File: config.mk
export PLATFORM = sky130hd
export DESIGN_NAME = leg_mem_arbiter
export DESIGN_NICKNAME = d
export VERILOG_FILES = /design/src/rtl/leg_mem_pkg.sv /design/src/rtl/leg_mem_arbiter.sv
export SDC_FILE = /design/constraint.sdc
export NUM_CORES = 1
export LEC_CHECK = 0
export BUFFER_PORTS_ARGS = -buffer_cell sky130_fd_sc_hd__buf_4
export CAP_MARGIN = 20
export CORE_AREA = 2 2 107 109
export CTS_CLUSTER_SIZE = 14
export DETAILED_ROUTE_END_ITERATION = 6
export DIE_AREA = 0 0 109 111
export GPL_TIMING_DRIVEN = 0
export SLEW_MARGIN = 10
export SYNTH_ARGS = -nofsm -noshare
export SYNTH_HDL_FRONTEND = slang
export SYNTH_SLANG_ARGS = --single-unit
File: constraint.sdc
create_clock -name clk -period 4.55 [get_ports clk]
set_input_delay 0.91 -clock clk [delete_from_list [all_inputs] [get_ports clk]]
set_output_delay 0.91 -clock clk [all_outputs]
set_load 0.03 [all_outputs]
File: src/rtl/leg_mem_pkg.sv
// Shared types and constants for the LEG memory-bus arbiter.
package leg_mem_pkg;

  typedef enum logic [1:0] {
    IDLE,
    XFER_I,
    XFER_D,
    TURN
  } arb_state_t;

  localparam int unsigned BEAT_BYTES = 4;

endpackage

File: src/rtl/leg_mem_arbiter.sv
// Arbitrates the LEG core's I-side and D-side line bursts onto one memory bus.
// D has priority; a streak counter forces an I grant after MAX_D_STREAK D grants.
module leg_mem_arbiter
  import leg_mem_pkg::*;
#(
  parameter int unsigned BEATS        = 4,
  parameter int unsigned MAX_D_STREAK = 3
) (
  input  logic                     clk,
  input  logic                     reset,
  input  logic                     IReq,
  input  logic [31:0]              IAddr,
  output logic [31:0]              IRdData,
  output logic                     IRdValid,
  output logic                     IDone,
  output logic                     IBusy,
  input  logic                     DReq,
  input  logic                     DWrite,
  input  logic [31:0]              DAddr,
  input  logic [31:0]              DWrData,
  output logic [$clog2(BEATS)-1:0] DBeat,
  output logic [31:0]              DRdData,
  output logic                     DRdValid,
  output logic                     DDone,
  output logic                     DBusy,
  output logic                     BusValid,
  output logic                     BusWrite,
  output logic [31:0]              BusAddr,
  output logic [31:0]              BusWrData,
  input  logic                     BusReady,
  input  logic [31:0]              BusRdData
);

  localparam int unsigned BeatW   = $clog2(BEATS);
  localparam int unsigned OffW    = $clog2(BEAT_BYTES);
  localparam int unsigned StreakW = $clog2(MAX_D_STREAK + 1);
  localparam logic [BeatW-1:0]   LastBeat  = BeatW'(BEATS - 1);
  localparam logic [StreakW-1:0] StreakMax = StreakW'(MAX_D_STREAK);

  arb_state_t         state_q, state_d;
  logic [BeatW-1:0]   beat_q, beat_d;
  logic [StreakW-1:0] streak_q, streak_d;
  logic               beat_fire;
  logic               last_fire;

  // Line-offset address bits are replaced by the beat counter.
  logic unused_addr;
  assign unused_addr = ^{IAddr[BeatW+OffW-1:0], DAddr[BeatW+OffW-1:0]};

  always_comb begin
    state_d   = state_q;
    beat_d    = beat_q;
    streak_d  = streak_q;
    IRdData   = '0;
    IRdValid  = 1'b0;
    IDone     = 1'b0;
    DBeat     = '0;
    DRdData   = '0;
    DRdValid  = 1'b0;
    DDone     = 1'b0;
    BusValid  = 1'b0;
    BusWrite  = 1'b0;
    BusAddr   = '0;
    BusWrData = '0;
    IBusy     = IReq | (state_q == XFER_I);
    DBusy     = DReq | (state_q == XFER_D);
    beat_fire = 1'b0;
    last_fire = 1'b0;

    unique case (state_q)
      IDLE: begin
        if (DReq && !(IReq && (streak_q == StreakMax))) begin
          state_d = XFER_D;
          if (!IReq) begin
            streak_d = '0;
          end else if (streak_q != StreakMax) begin
            streak_d = streak_q + 1'b1;
          end
        end else if (IReq) begin
          state_d  = XFER_I;
          streak_d = '0;
        end
      end
      XFER_I: begin
        BusValid  = 1'b1;
        BusAddr   = {IAddr[31:BeatW+OffW], beat_q, {OffW{1'b0}}};
        beat_fire = BusReady;
        last_fire = BusReady && (beat_q == LastBeat);
        IRdData   = BusRdData;
        IRdValid  = BusReady;
        IDone     = last_fire;
      end
      XFER_D: begin
        BusValid  = 1'b1;
        BusWrite  = DWrite;
        BusAddr   = {DAddr[31:BeatW+OffW], beat_q, {OffW{1'b0}}};
        BusWrData = DWrData;
        DBeat     = beat_q;
        beat_fire = BusReady;
        last_fire = BusReady && (beat_q == LastBeat);
        DRdData   = DWrite ? '0 : BusRdData;
        DRdValid  = BusReady && !DWrite;
        DDone     = last_fire;
      end
      TURN: begin
        state_d = IDLE;
      end
    endcase

    if (last_fire) begin
      beat_d  = '0;
      // A writeback leaves one dead bus cycle before the next owner drives.
      state_d = ((state_q == XFER_D) && DWrite) ? TURN : IDLE;
    end else if (beat_fire) begin
      beat_d = beat_q + 1'b1;
    end
  end

  always_ff @(posedge clk or negedge reset) begin
    if (!reset) begin
      state_q  <= IDLE;
      beat_q   <= '0;
      streak_q <= '0;
    end else begin
      state_q  <= state_d;
      beat_q   <= beat_d;
      streak_q <= streak_d;
    end
  end

endmodule

==> load_flow_metrics.sql <==
INSERT INTO impl_metrics (metric_group, metric, value, unit) VALUES
('floorplan', 'chipHeight', '111', 'um'),
('floorplan', 'num_rows', '39', ''),
('yosys', 'synth_xor_xnor_area_share', '0', ''),
('yosys', 'yosys.area_share.simple', '0.568', ''),
('run', 'timing.max_cap.violations', '0', ''),
('sta', 'rsz_0062_raised_after_global_routing', 'no', ''),
('routing', 'drt-wirelength-per-cell', '13.6', 'um'),
('floorplan', 'die_footprint', '12100', 'um^2'),
('setup_path', 'worst_ep_required_time', '3.64', 'ns'),
('global_route', 'groute.usage.overall', '0.128', ''),
('floorplan', 'design.core.area', '11100', 'um^2'),
('yosys', 'synth-seq-cells', '6', ''),
('sta', 'finalHoldViolCount', '0', ''),
('sta', 'timing.clock.skew', '0.000223', 'ns'),
('routing', 'drt_iter0_markers', '90', ''),
('floorplan', 'floorplan.initialDensity', '0.142', ''),
('setup_path', 'worst-endpoint-arrival', '1.99', 'ns'),
('cts', 'ctsRootBufferMaster', 'clkbuf_16', ''),
('power', 'p_per_area', '639', 'nW/um^2'),
('yosys', 'synth_cell_types', '30', ''),
('cts', 'clock_tree.buffer_depth', '2', ''),
('setup_path', 'end_kind', 'output pin', ''),
('power', 'leak_pwr', '0.00207', 'uW'),
('cts', 'htree_num_levels', '1', ''),
('yosys', 'netlist_top_cells_area', 'and2_1 40%, a22oi_1 13%, nor2b_1 11%', ''),
('setup_path', 'crit-reg2reg-launch', 'state_q[0]', ''),
('cts', 'post-cts-setup-buffers', '0', ''),
('cts', 'path_clk_slew', '0.03', 'ns'),
('finish', 'area_growth_syn_to_layout', '141', '%'),
('setup_path', 'reg2reg_to', 'state_q[0]', ''),
('cts', 'cts_inserted_buffers', '3', ''),
('yosys', 'syn_area_per_cell', '7.04', 'um^2'),
('floorplan', 'top_level_ports', '272', ''),
('yosys', 'synth_mux_area_frac', '0.0285', ''),
('worst_hold_path', 'worstHoldPathType', 'in2async', ''),
('sta', 'setup-tns-final', '0', 'ns'),
('global_route', 'grt_start_max_net_pins', '11', ''),
('setup_path', 'start_kind', 'flip-flop', ''),
('finish', 'final_layout_size_suffix_gt1_frac', '0.593', ''),
('outcome', 'status', 'finished clean', ''),
('setup_path', 'crit_path_max_fanout', '10', ''),
('routing', 'drtPass1Iterations', '4', ''),
('sta', 'min_period_over_period', '0.637', ''),
('yosys', 'synth.cell_area', '1580', 'um^2'),
('setup_path', 'startpoint', 'state_q[0]', ''),
('yosys', 'synth_area_leader_cell', 'and2_1', ''),
('sta', 'worst_hold_slack', '0.484', 'ns'),
('finish', 'final_nets', '631', ''),
('routing', 'routed_wl', '8610', 'um'),
('cts', 'hold_buffers', '0', ''),
('sta', 'slew_violations', '0', ''),
('cts', 'tritoncts_num_sinks', '6', ''),
('placed_design', 'placed_cells_incl_taps', '629', ''),
('yosys', 'post_synth_inst_count', '224', ''),
('routing', 'drtAntennaViolNets', '0', ''),
('yosys', 'synth_fa_ha_area_frac', '0.0476', ''),
('yosys', 'synth_seq_area_share', '0.0952', ''),
('sta', 'max-slew-margin-rel', '0.633', ''),
('cts', 'postCtsResizedCells', '0', ''),
('yosys', 'synthesis.yosys.warnings', '0', ''),
('routing', 'route.vias.total', '2497', ''),
('sta', 'period_minus_slack', '2.90', 'ns'),
('setup_path', 'critical_path.endpoint', 'BusAddr[30]', ''),
('cts', 'clk-insertion-delay-late', '0.23', 'ns'),
('yosys', 'synth-main-ff-cell', 'dfrtp_1', ''),
('placed_design', 'routabilityCongestion', '0.848', ''),
('setup_path', 'rr_worst_depth', '5', ''),
('placed_design', 'port-buffer-count', '261', ''),
('sta', 'setup_violations', '0', ''),
('global_route', 'grt_pass1_vias', '2272', ''),
('routing', 'vias_per_cell', '3.95', '');
-- sequential cells by signal (all words and copies together), names as in the netlist --
register,flops
streak_q,2
beat_q,2
state_q,2
-- through the flow --
stage          total power, uW   util  instance area, um^2  setup slack (ns)
4_1_cts                   2460  0.343                 3790              1.59
6_report                  2430  0.343                 3790              1.65
5_1_grt                   2590  0.343                 3790              1.46
3_5_place_dp              2310  0.336                 3720              1.65
2_1_floorplan             1480      -                 1580              1.85
3_3_place_gp              2280  0.336                 3720              1.70
-- cell type report --
cell class / instances / area (um^2) / area share
buffer: 22 / 110 / 0.0290
inverter: 5 / 18.8 / 0.00495
clock buffer: 3 / 75.1 / 0.0198
sequential: 6 / 150 / 0.0396
tap: 143 / 179 / 0.0471
timing repair buffer: 261 / 1960 / 0.516
multi-input combinational: 192 / 1300 / 0.343
-- layer usage --
metal / vias to the layer above / part of all wire / wire length (um) / track usage
li1: 1260 / - / - / -
met1: 1134 / 0.41 / 3500 / 0.162
met2: 101 / 0.52 / 4500 / 0.236
met3: 2 / 0.068 / 585 / 0.0123
met4: 0 / 0.0024 / 21 / 0.0128
met5: - / 0 / 0 / 0
-- worst min-delay path by stage --
stage,startpoint,cells past startpoint,end,slack (ns)
floorplan,streak_q[1],1,streak_q[1],0.47
detailed placement,streak_q[1],1,streak_q[1],0.49
finish,reset,1,streak_q[1],0.48
global placement,streak_q[1],1,streak_q[1],0.49
global route,reset,1,state_q[1],0.48
CTS,reset,1,streak_q[1],0.48
-- Yosys cell counts (2+ instances only) --
master,instances
or2_2,2
dfrtp_1,6
ha_1,6
buf_2,7
and2_1,101
nor2_1,2
a22oi_1,28
nor2b_1,28
nand3_2,2
mux2_2,4
clkbuf_2,3
inv_1,5
nand2_1,2
buf_4,4
clkbuf_1,8
o22ai_1,2
-- worst max-delay path, cell delays in order, from the launching register on --
cell     delay (ns)
dfrtp_1        0.39
inv_1          0.08
ha_1           0.44
buf_2          0.28
buf_2          0.22
nor2b_1        0.17
buf_4          0.18
-- kinds of logic after synthesis --
group | after synthesis
compound gates | 37
fa+ha+maj | 6
simple gates | 143
other cells | 1
mux | 4
buf+inv | 27
flops | 6
-- where the power goes --
group / total (uW) / switching (uW) / internal (uW)
combinational: 2180 / 1320 / 857
sequential: 104 / 24.9 / 79.3
clock: 144 / 30.8 / 113
total: 2430 / 1380 / 1050
Power figures use the tool's default switching activity.
